--- src/rtl/bnn_layer_sequencer.sv ---
// Top-level scheduler for the BNN pipeline: steps LOAD -> LAYER_1..3 -> DONE,
// issues one-cycle layer resets, qualifies sticky done flags and runs a per-layer watchdog.
module bnn_layer_sequencer #(
   parameter int TIMEOUT_CYCLES = 1024
) (
   input  logic        clk,
   input  logic        rst_n,
   input  logic        start,
   input  logic        abort,
   input  logic        load_done,
   input  logic        l1_done,
   input  logic        l2_done,
   input  logic        l3_done,
   output logic [2:0]  state,
   output logic        l1_rst_n,
   output logic        l2_rst_n,
   output logic        l3_rst_n,
   output logic        busy,
   output logic        result_valid,
   output logic        timeout_err,
   output logic [15:0] cycle_count
);

   typedef enum logic [2:0] {
      S_IDLE    = 3'b000,
      S_LOAD    = 3'b001,
      S_LAYER_1 = 3'b010,
      S_LAYER_2 = 3'b011,
      S_LAYER_3 = 3'b100,
      S_DONE    = 3'b101,
      S_ERROR   = 3'b110
   } state_t;

   localparam logic [15:0] PHASE_LIMIT = 16'(TIMEOUT_CYCLES - 1);

   state_t      cur, nxt;
   logic [15:0] phase, nxt_phase;
   logic [15:0] nxt_count;
   logic        cur_busy;

   // Done is trusted only from phase 2, after the phase-0 reset has cleared any stale flag.
   always_comb begin
      nxt       = cur;
      nxt_phase = 16'd0;
      nxt_count = cycle_count;
      cur_busy  = (cur == S_LOAD) || (cur == S_LAYER_1) ||
                  (cur == S_LAYER_2) || (cur == S_LAYER_3);

      if (cur_busy && (cycle_count != 16'hFFFF))
         nxt_count = cycle_count + 16'd1;

      if (abort) begin
         nxt = S_IDLE;
      end else begin
         case (cur)
            S_IDLE, S_DONE, S_ERROR: begin
               if (start) begin
                  nxt       = S_LOAD;
                  nxt_count = 16'd0;
               end
            end
            S_LOAD:    if (load_done) nxt = S_LAYER_1;
            S_LAYER_1: begin
               if (l1_done && (phase >= 16'd2)) nxt = S_LAYER_2;
               else if (phase == PHASE_LIMIT)   nxt = S_ERROR;
            end
            S_LAYER_2: begin
               if (l2_done && (phase >= 16'd2)) nxt = S_LAYER_3;
               else if (phase == PHASE_LIMIT)   nxt = S_ERROR;
            end
            S_LAYER_3: begin
               if (l3_done && (phase >= 16'd2)) nxt = S_DONE;
               else if (phase == PHASE_LIMIT)   nxt = S_ERROR;
            end
            default:   nxt = S_IDLE;
         endcase
      end

      if (nxt == cur)
         nxt_phase = (phase == 16'hFFFF) ? phase : phase + 16'd1;
   end

   always_ff @(posedge clk or negedge rst_n) begin
      if (!rst_n) begin
         cur          <= S_IDLE;
         phase        <= 16'd0;
         cycle_count  <= 16'd0;
         l1_rst_n     <= 1'b0;
         l2_rst_n     <= 1'b0;
         l3_rst_n     <= 1'b0;
         busy         <= 1'b0;
         result_valid <= 1'b0;
         timeout_err  <= 1'b0;
      end else begin
         cur          <= nxt;
         phase        <= nxt_phase;
         cycle_count  <= nxt_count;
         l1_rst_n     <= (nxt == S_LAYER_1) && (nxt_phase != 16'd0);
         l2_rst_n     <= (nxt == S_LAYER_2) && (nxt_phase != 16'd0);
         l3_rst_n     <= (nxt == S_LAYER_3) && (nxt_phase != 16'd0);
         busy         <= (nxt == S_LOAD) || (nxt == S_LAYER_1) ||
                         (nxt == S_LAYER_2) || (nxt == S_LAYER_3);
         result_valid <= (nxt == S_DONE);
         timeout_err  <= (nxt == S_ERROR);
      end
   end

   assign state = cur;

endmodule

--- config.mk ---
export PLATFORM = sky130hd
export DESIGN_NAME = bnn_layer_sequencer
export DESIGN_NICKNAME = d
export VERILOG_FILES = /design/src/rtl/bnn_layer_sequencer.sv
export SDC_FILE = /design/constraint.sdc
export NUM_CORES = 1
export LEC_CHECK = 0
export CORE_UTILIZATION = 54
export DETAILED_ROUTE_END_ITERATION = 8
export GPL_TIMING_DRIVEN = 0
export PLACE_DENSITY = 0.78
export SYNTH_ARGS = -nofsm -noshare
export SYNTH_HDL_FRONTEND = slang
export SYNTH_SLANG_ARGS = --single-unit
--- constraint.sdc ---
create_clock -name clk -period 3.6 [get_ports clk]
set_input_delay 0.36 -clock clk [delete_from_list [all_inputs] [get_ports clk]]
set_output_delay 0.36 -clock clk [all_outputs]
set_load 0.05 [all_outputs]
; ---- After elaboration in Yosys (flattened, before gate mapping)
; Cells that the tools add are included.
[op_classes]
n_lt_le_gt_ge = 1
bitwise = 0
reduce_logical = 16
n_mul = 0
n_shift = 0
n_mux = 14
eq_ne = 16
div_mod_pow = 0
addsub = 2
[ops]
columns = operator, count
row1 = two-way mux 16 bit, 6
row2 = "adder 16 x 1 -> 16 bit, second input constant", 2
row3 = two-way mux 3 bit, 7
row4 = "== test 3 bit, second input constant", 6
row5 = "== test 16 x 10 -> 1 bit, second input constant", 1
row6 = "== test 16 bit, second input constant", 1
row7 = "greater-or-equal comparator 16 x 2 -> 1 bit, second input constant", 1
row8 = "!= test 16 bit, second input constant", 1
row9 = nonzero test 16 bit, 1
row10 = case mux 3 bit (5 select lines), 1
row11 = "== test 3 x 2 -> 1 bit, second input constant", 4
row12 = logical AND 1 bit, 7
row13 = "== test 3 x 1 -> 1 bit, second input constant", 2
row14 = logical OR 1 bit, 6
row15 = == test 3 bit, 1
row16 = zero test 3 bit, 1
row17 = OR reduction 3 bit, 1
[word_totals]
ram_bits = 0
mem_bits_ro = 0
word_cells = 58
memories = 0
latch_bits = 0
ff_bits = 41

; ---- Logic depth before layout (Yosys ltp)
; Gate-level depths: netlist (run 1).
[depth]
ltp_word = 9
ltp_mapped = 9

; ---- Worst setup path after synthesis (run 1)
; OpenSTA, ideal clock, no wires.
[synth_path]
path_kind = register to register
from = register phase[1]
to = register l1_rst_n
t_arrival_ns = 2.322
slack_ns = 1.182
stages_incl_launch_ff = 9
synth_period_minus_slack_ns = 2.418
n_path_buf = 1
required_ns = 3.504
path_cell_list = dfrtp_1 -> ha_1 -> and4_1 -> buf_2 -> nand4_1 -> a32o_1 -> a311oi_4 -> or3b_1 -> nor4_2
[synth_via]
elab_chain_len = 9
[synth_rtl]
columns = element, line_no
row1 = "start, declared", 37  ; logic [15:0] phase, nxt_phase;
row2 = "start signal, assigned", 96  ; phase <= nxt_phase;
row3 = greater-or-equal comparator 16 x 2 -> 1 bit or == test 16 x 10 -> 1 bit (tied branches), --
row4 = "logical AND 1 bit, or another cell as far along", 72  ; if (l3_done && (phase >= 16'd2)) nxt = S_DONE;
row5 = "two-way mux 3 bit, on equally long branches", "72, 64, 68"
row6 = case mux 3 bit (5 select lines), 55  ; case (cur)
row7 = two-way mux 3 bit, 52  ; if (abort) begin
row8 = == test 3 bit, 79  ; if (nxt == cur)
row9 = two-way mux 16 bit, 79
row10 = nonzero test 16 bit, 98  ; l1_rst_n <= (nxt == S_LAYER_1) && (nxt_phase != 16'd0);
row11 = logical AND 1 bit (*), 98
row12 = "end signal, assigned", 98
row13 = "end, declared", 15  ; output logic l1_rst_n,
; Every way passes the cells marked *; elsewhere a longest branch is shown, timed or not.

; ---- Worst setup path after layout (run 1)
[layout_path]
from = register phase[1]
to = register l3_rst_n
[layout_via]
elab_chain_len = 9
[layout_rtl]
columns = element, line_no
row1 = greater-or-equal comparator 16 x 2 -> 1 bit or == test 16 x 10 -> 1 bit (tied branches), --
row2 = "logical AND 1 bit, or another cell as far along", 72
row3 = "two-way mux 3 bit, on equally long branches", "72, 64, 68"
row4 = case mux 3 bit (5 select lines), 55
row5 = two-way mux 3 bit, 52
row6 = == test 3 bit, 79
row7 = two-way mux 16 bit, 79
row8 = nonzero test 16 bit, 100  ; l3_rst_n <= (nxt == S_LAYER_3) && (nxt_phase != 16'd0);
row9 = logical AND 1 bit (*), 100
row10 = "end signal, assigned", 100
row11 = "end, declared", 17  ; output logic l3_rst_n,
; Marks and branches as above.

==> results by group, run 1 <==
Layout
  • NumNets Final: 345
  • Design Area, Final: 3170 sq um
  • Layout cells sized above 1: 11.3%
  • Diode count: 0
  • Fillers: 413
  • Area grow syn2layout: 18.5%

Routing
  • Via density: 5.85
  • First DRT Iteration DRCs: 131
  • WL met2: 2780 um
  • Drt pass-1 iters: 4
  • Vias post-DR: 2351
  • Met3 WL post-DR: 314 um
  • WL/cell: 15.0 um
  • Post-Route WL: 6010 um
  • Met1 wire length: 2830 um
  • DRC viols: 0
  • Antenna viol nets, final: 0
  • Highest Signal Layer: met4

Critical path
  • WS Path Type: flop to flop
  • Crit Reg-Reg Endpoint: l3_rst_n$_DFF_PN0_
  • WP data required: 3.76 ns
  • CP bufs+invs: 0
  • Setup crit end kind: flop
  • Largest delay contributor family on the critical path: simple AND/OR/NAND/NOR gates
  • FF-to-FF setup slack: 0.76 ns
  • CP Launch Type: flop
  • CP max-delay cell: nor4_4
  • CP cell instances: ha_1 > nand4_1 > nor4_4 > or3_1 > nand3_1 > nor4_2 > nor3_1
  • Critical Path Source: phase[1]$_DFF_PN0_
  • Crit-path max FO: 9
  • Worst Path Arrival: 3.00 ns
  • Reg2reg start: phase[1]$_DFF_PN0_
  • R2R depth: 7
  • Crit path largest cell delay: 0.64 ns

STA
  • RSZ-0062 raised after global routing: no
  • Final worst setup slack: 0.757 ns
  • Worst clock skew: 0.00852 ns
  • Period utilisation layout: 79.0%
  • Worst slew pin tran: 0.888 ns
  • Setup violations, final: 0
  • Fin. max-slew vios: 0
  • Fmax: 0.352 GHz
  • Setup TNS Final: 0 ns
  • Fin crit period: 2.84 ns
  • Slew HR: 40.8%
  • Final Hold Viols: 0
  • Worst hold slack: 0.184 ns

Floorplanning
  • Core footprint: 4750 sq um
  • # IOs: 33
  • Initial Utilization: 56.2%
  • Die ar.: 5230 sq um
  • Std-Cell Rows: 25
  • Die Wd: 72.4 um
  • Die H: 72.4 um

Synth
  • Post-Syn Nets: 306
  • Share of the synthesized area in the top cell type: 38.4%
  • Top cells by area, synth: dfrtp_1 38%, xor2_1 4.6%, nor2_1 4.5%
  • Distinct cells, synth: 62
  • Seq/Total Area, Yosys: 38.4%
  • Cells after synthesis: 295
  • Ys async rst share: 100%
  • Post-synth EDFFs: 0
  • Yosys top cell by area: dfrtp_1
  • YS warnings: 0
  • Syn Area/Cell: 9.06 sq um
  • Top_reg_cell synth: dfrtp_1
  • Mapped Area: 2670 sq um
  • Yosys reg bits: 41

Global routing
  • Vias in the first global route: 2176
  • Pin count of the biggest net entering global routing: 42
  • GRT overflow: 0
  • Initial antenna violation count: 0
  • First-pass GRT wire length: 10300 um
  • GRT Util Overall: 25.4%

Clocking
  • Clk_lat worst skew: 0.29 ns
  • TritonCTS Buffers: 5
  • CTS Buffer Depth: 2
  • CTS H-tree depth: 2
  • Post-cts sizing count: 0
  • Root Driver: clkbuf_8
  • Setup Fix Bufs, Post-CTS: 0
  • CTS clk-pin slew, worst paths: 0.08 ns
  • CTS tree: yes
  • CTS Hold Buffers Added: 0
  • Clock sink count: 41

Placed design
  • DP Worst Slack: 0.829 ns
  • Buffers added on ports: 32
  • Routability cong.: 0.926
  • Post-DP HPWL: 4480 um
  • Post-DP Area: 3070 sq um

Power and ir drop
  • Lkg Pwr: 1.29 nW
  • Total power draw: 1.34 mW
  • PD cells: 423 nW/um^2
  • Peak supply drop: 0.000241 V

Job
  • Max-cap violation count: 0

Status
  • Outcome: complete, no violations

Worst hold path
  • Worst hold-check path type: input port to async pin
## worst max-delay path by stage
stage / cells past startpoint / endpoint
2_1_floorplan: 8 / l1_rst_n$_DFF_PN0_
3_3_place_gp: 7 / l3_rst_n$_DFF_PN0_
3_5_place_dp: 7 / l3_rst_n$_DFF_PN0_
4_1_cts: 7 / l3_rst_n$_DFF_PN0_
5_1_grt: 7 / l3_rst_n$_DFF_PN0_
6_report: 7 / l3_rst_n$_DFF_PN0_
## cells by family after synthesis
family	synth area share, %
buf+inv	4.26
fa+ha+maj	1.40
xor+xnor	8.85
mux	0.749
flops	38.4
compound gates	13.8
simple gates	32.5
## state kept, by name (all words and copies together) (netlist names)
signal and count:
l2_rst_n 1, timeout_err 1, result_valid 1, busy 1, l1_rst_n 1, cycle_count 16, state 3, l3_rst_n 1
phase 16
## cell usage in the layout (no fill, tap or decap), types with 3 or more instances in the layout
cell type,n
nor3_1,21
xor2_1,14
nor4_1,8
buf_2,8
a211oi_1,5
nor2_1,32
or3_1,3
and3_1,3
nand2_1,22
xnor2_1,13
clkbuf_1,7
dfrtp_1,41
a21oi_1,11
nand3_1,18
clkbuf_8,6
o21ai_0,9
inv_1,9
clkdlybuf4s50_1,31
nor4_4,5
nand4_1,12
ha_1,3
## layer usage
metal  GRT usage, %  vias to the layer above
met1           36.2                     1118
li1               -                     1161
met2           39.8                       63
met4           8.06                        0
met3           4.17                        9
met5              0                        -
## synth_stat cells, drive strengths merged, types with 3 or more instances
master / number
a211oi: 5
a21oi: 12
and3: 4
and4: 3
buf: 10
clkbuf: 7
dfrtp: 41
ha: 3
inv: 9
nand2: 22
nand3: 18
nand4: 13
nor2: 32
nor3: 21
nor4: 15
o21ai: 9
or3: 3
or3b: 3
xnor2: 13
xor2: 14
## area by class of cell
type	instances	area [sq um]	area share, %
Tap cell	67	83.8	2.65
Clock inverter	2	13.8	0.434
Buffer	17	80.1	2.53
Clock buffer	6	82.6	2.61
Timing Repair Buffer	32	315	9.95
Multi-Input combinational cell	228	1530	48.4
Inverter	9	33.8	1.07
Sequential cell	41	1030	32.4
## stage by stage
step                      util [%]  instances
after CTS                     66.6        402
after global routing          66.6        402
final                         66.6        402
after global placement        64.7        394
after floorplan                  -        295
after detailed placement      64.6        394
## where the power goes
group | switching, mW | leakage (nW) | total (mW) | internal, mW
combinational | 0.296 | 0.672 | 0.477 | 0.181
sequential | 0.0474 | 0.564 | 0.545 | 0.498
clock | 0.163 | 0.0512 | 0.319 | 0.155
total | 0.507 | 1.29 | 1.34 | 0.834
Power figures use the tool's default switching activity.
==> inputs of run 2 (changes only) <==
--- a/config.mk
+++ b/config.mk
@@ -5,10 +5,10 @@
 export SDC_FILE = /design/constraint.sdc
 export NUM_CORES = 1
 export LEC_CHECK = 0
-export CORE_UTILIZATION = 54
+export CORE_UTILIZATION = 50
 export DETAILED_ROUTE_END_ITERATION = 8
 export GPL_TIMING_DRIVEN = 0
-export PLACE_DENSITY = 0.78
+export PLACE_DENSITY = 0.76
 export SYNTH_ARGS = -nofsm -noshare
 export SYNTH_HDL_FRONTEND = slang
 export SYNTH_SLANG_ARGS = --single-unit
==> constraint.sdc (replaced) <==
create_clock -name clk -period 2.36 [get_ports clk]
set_input_delay 0.236 -clock clk [delete_from_list [all_inputs] [get_ports clk]]
set_output_delay 0.236 -clock clk [all_outputs]
set_load 0.05 [all_outputs]
==> run 2 against run 1 <==
The flow now finishes with violations (negative setup slack). Non-clock buffer count up 19. Clock-buffer cell count fell by 1. Flip-flop and latch count unchanged. Core utilization up 3.1 points. Critical path depth up 2. Worst setup slack got worse by 0.89 ns. Via count grew 10%. Register-to-register slack worse by 0.89 ns.
==> results by group, run 2 (synthesis results as in run 1) <==
Floorplanning
  • Std-Cell Rows: 26 (+4.0%)
  • Die ar.: 5640 sq um (+7.8%)
  • # IOs: 33 (unchanged)
  • Core footprint: 5140 sq um (+8.1%)
  • Initial Utilization: 52.0% (-4.2 points)
  • Die H: 75.1 um (+3.8%)
  • Die Wd: 75.1 um (+3.8%)

STA
  • Setup violations, final: 17 (+17)
  • Fin. max-slew vios: 0 (unchanged)
  • Final Hold Viols: 0 (unchanged)
  • Period utilisation layout: 106% (+27 points)
  • Fin crit period: 2.49 ns (-0.352 ns)
  • Worst clock skew: 0.00872 ns (+0.000203 ns)
  • Setup TNS Final: -1.38 ns (-1.38 ns)
  • RSZ-0062 raised after global routing: yes
  • Worst slew pin tran: 0.902 ns (+0.0134 ns)
  • Final worst setup slack: -0.130 ns (-0.888 ns)
  • Fmax: 0.402 GHz (+14%)
  • Slew HR: 39.9% (-0.90 points)

Critical path
  • CP bufs+invs: 4 (+4)
  • Worst Path Arrival: 2.70 ns (-0.30 ns)
  • FF-to-FF setup slack: -0.13 ns (-0.89 ns)
  • WP data required: 2.57 ns (-1.19 ns)
  • CP cell instances: buf_6 > buf_6 > nor4_4 > a41o_2 > a21oi_1 > nor4_2 > inv_2 > clkbuf_4 > nor3_1
  • CP max-delay cell: dfrtp_2
  • Largest delay contributor family on the critical path: simple AND/OR/NAND/NOR gates
  • WS Path Type: flop to flop
  • Most used cell, CP: buf_6
  • Crit-path max FO: 10 (+1)
  • Setup crit end kind: flop
  • CP Launch Type: flop
  • Crit path largest cell delay: 0.44 ns (-0.20 ns)

Clocking
  • TritonCTS Buffers: 5 (unchanged)
  • Clock sink count: 41 (unchanged)
  • CTS clk-pin slew, worst paths: 0.08 ns (about the same)
  • CTS Buffer Depth: 2 (unchanged)
  • CTS Hold Buffers Added: 0 (unchanged)
  • Clk_lat worst skew: 0.30 ns (about the same)
  • CTS tree: yes
  • CTS H-tree depth: 2 (unchanged)
  • Root Driver: clkbuf_8

Placed design
  • Buffers added on ports: 32 (unchanged)
  • Routability cong.: 0.949 (+2.4%)
  • Post-DP HPWL: 4410 um (-1.6%)

Routing
  • Antenna viol nets, final: 0 (unchanged)
  • Drt pass-1 iters: 5 (+1)
  • Via density: 6.11 (+4.5%)
  • First DRT Iteration DRCs: 166 (+27%)
  • DRC viols: 0 (unchanged)
  • WL/cell: 16.6 um (+11%)
  • Vias post-DR: 2592 (+10%)
  • Post-Route WL: 7030 um (+17%)

Global routing
  • GRT overflow: 0 (unchanged)
  • Initial antenna violation count: 0 (unchanged)
  • First-pass GRT wire length: 11000 um (+6.4%)
  • GRT Util Overall: 25.7% (+0.29 points)
  • Vias in the first global route: 2327 (+6.9%)
  • Pin count of the biggest net entering global routing: 42 (unchanged)

Power and ir drop
  • Sequential share of power: 34.8% (-5.8 points)
  • Switching power: 0.916 mW (+81%)
  • Lkg Pwr: 1.42 nW (+10%)
  • Peak supply drop: 0.000392 V (+62%)
  • Clock Power Share: 18.9% (-4.9 points)
  • PD cells: 666 nW/um^2 (+57%)
  • Gate power share: 46.3% (+11 points)
  • Sw frac: 38.3% (+0.54 points)
  • Internal cell power: 1.47 mW (+77%)

Status
  • Outcome: complete, but fails checks
  • Failing checks: negative setup slack

Layout
  • Most frequent cells in the layout: 38 x dfrtp_1, 31 x clkdlybuf4s50_1, 30 x nor2_1
  • Fin util: 69.8% (+3.1 points)
  • Fillers: 412 (-0.24%)
  • Layout cells sized above 1: 27.1% (+16 points)
  • NumNets Final: 364 (+5.5%)
  • Area grow syn2layout: 34.2%
  • Commonest non-fill, non-tap cell in the layout: dfrtp_1
  • Diode count: 0 (unchanged)

Worst hold path
  • Worst hold-check path type: input port to async pin

Job
  • Max-cap violation count: 0 (unchanged)
==> run 2: cell types whose count changed in the layout (fill, tap and decap cells not counted), moves of 3 or more <==
cell / previous run / this run
buf_2: 8 / 4
buf_4: 2 / 16
buf_6: 0 / 9
clkbuf_1: 7 / 4
clkbuf_4: 0 / 3
dfrtp_1: 41 / 38
dfrtp_2: 0 / 3
nor3_1: 21 / 10
nor3_2: 0 / 11
nor4_1: 8 / 5
==> run 2: worst paths after layout <==
path                                          start                   endpoint  cells past startpoint
max in group asynchronous                     rst_n         phase[1]$_DFF_PN0_                      1
setup reg to reg                 phase[1]$_DFF_PN0_         phase[9]$_DFF_PN0_                      9
hold / removal                                rst_n  cycle_count[14]$_DFF_PN0_                      1
hold reg to reg            cycle_count[7]$_DFF_PN0_   cycle_count[7]$_DFF_PN0_                      2
setup / recovery                 phase[1]$_DFF_PN0_         phase[9]$_DFF_PN0_                      9
min in group clk           cycle_count[7]$_DFF_PN0_   cycle_count[7]$_DFF_PN0_                      2
==> run 2: timing repair <==
action                                  4_1_cts  5_1_grt
setup buffers                                18        3
gates cloned                                  1        0
endpoints found under the setup margin       20       23
endpoints found under the hold margin         0        0
resized for setup                            42       19
pin swaps                                    21       10
==> run 2: per-layer routing <==
metal  global-route usage (%)  share of wire, %
met5                        0                 0
met4                     10.7               2.4
met2                     41.6                50
met3                     3.88               6.3
met1                     34.5                42
==> run 2: final cells by class <==
cell class                      count  area (sq um)  share of cell area [%]
Multi-Input combinational cell    228          1760                    49.0
Clock buffer                        5          68.8                    1.92
Tap cell                           70          87.6                    2.44
Inverter                            9          33.8                   0.942
Clock inverter                      3          17.5                   0.488
Timing Repair Buffer               53           499                    13.9
Sequential cell                    41          1030                    28.7
Buffer                             15          93.8                    2.62
==> run 2: power by group through the flow <==
stage	Combinational (mW)	Sequential [mW]	Clock (mW)
after floorplan	0.422	0.946	0
after global placement	0.713	0.842	0
after detailed placement	0.723	0.846	0
after CTS	0.995	0.828	0.459
after global routing	1.18	0.839	0.485
final	1.11	0.830	0.451
==> run 2: per-stage QoR <==
step                      area (sq um)  setup slack [ns]  cells  total power, mW  hold slack (ns)
final                             3590            -0.130    424             2.39           0.0531
after global routing              3590            -0.254    424             2.50            0.134
after CTS                         3460           -0.0650    423             2.28           0.0966
after detailed placement          3080            -0.451    397             1.57            0.420
after global placement            3080            -0.375    397             1.56            0.551
after floorplan                   2680            0.0111    295             1.37          -0.0596
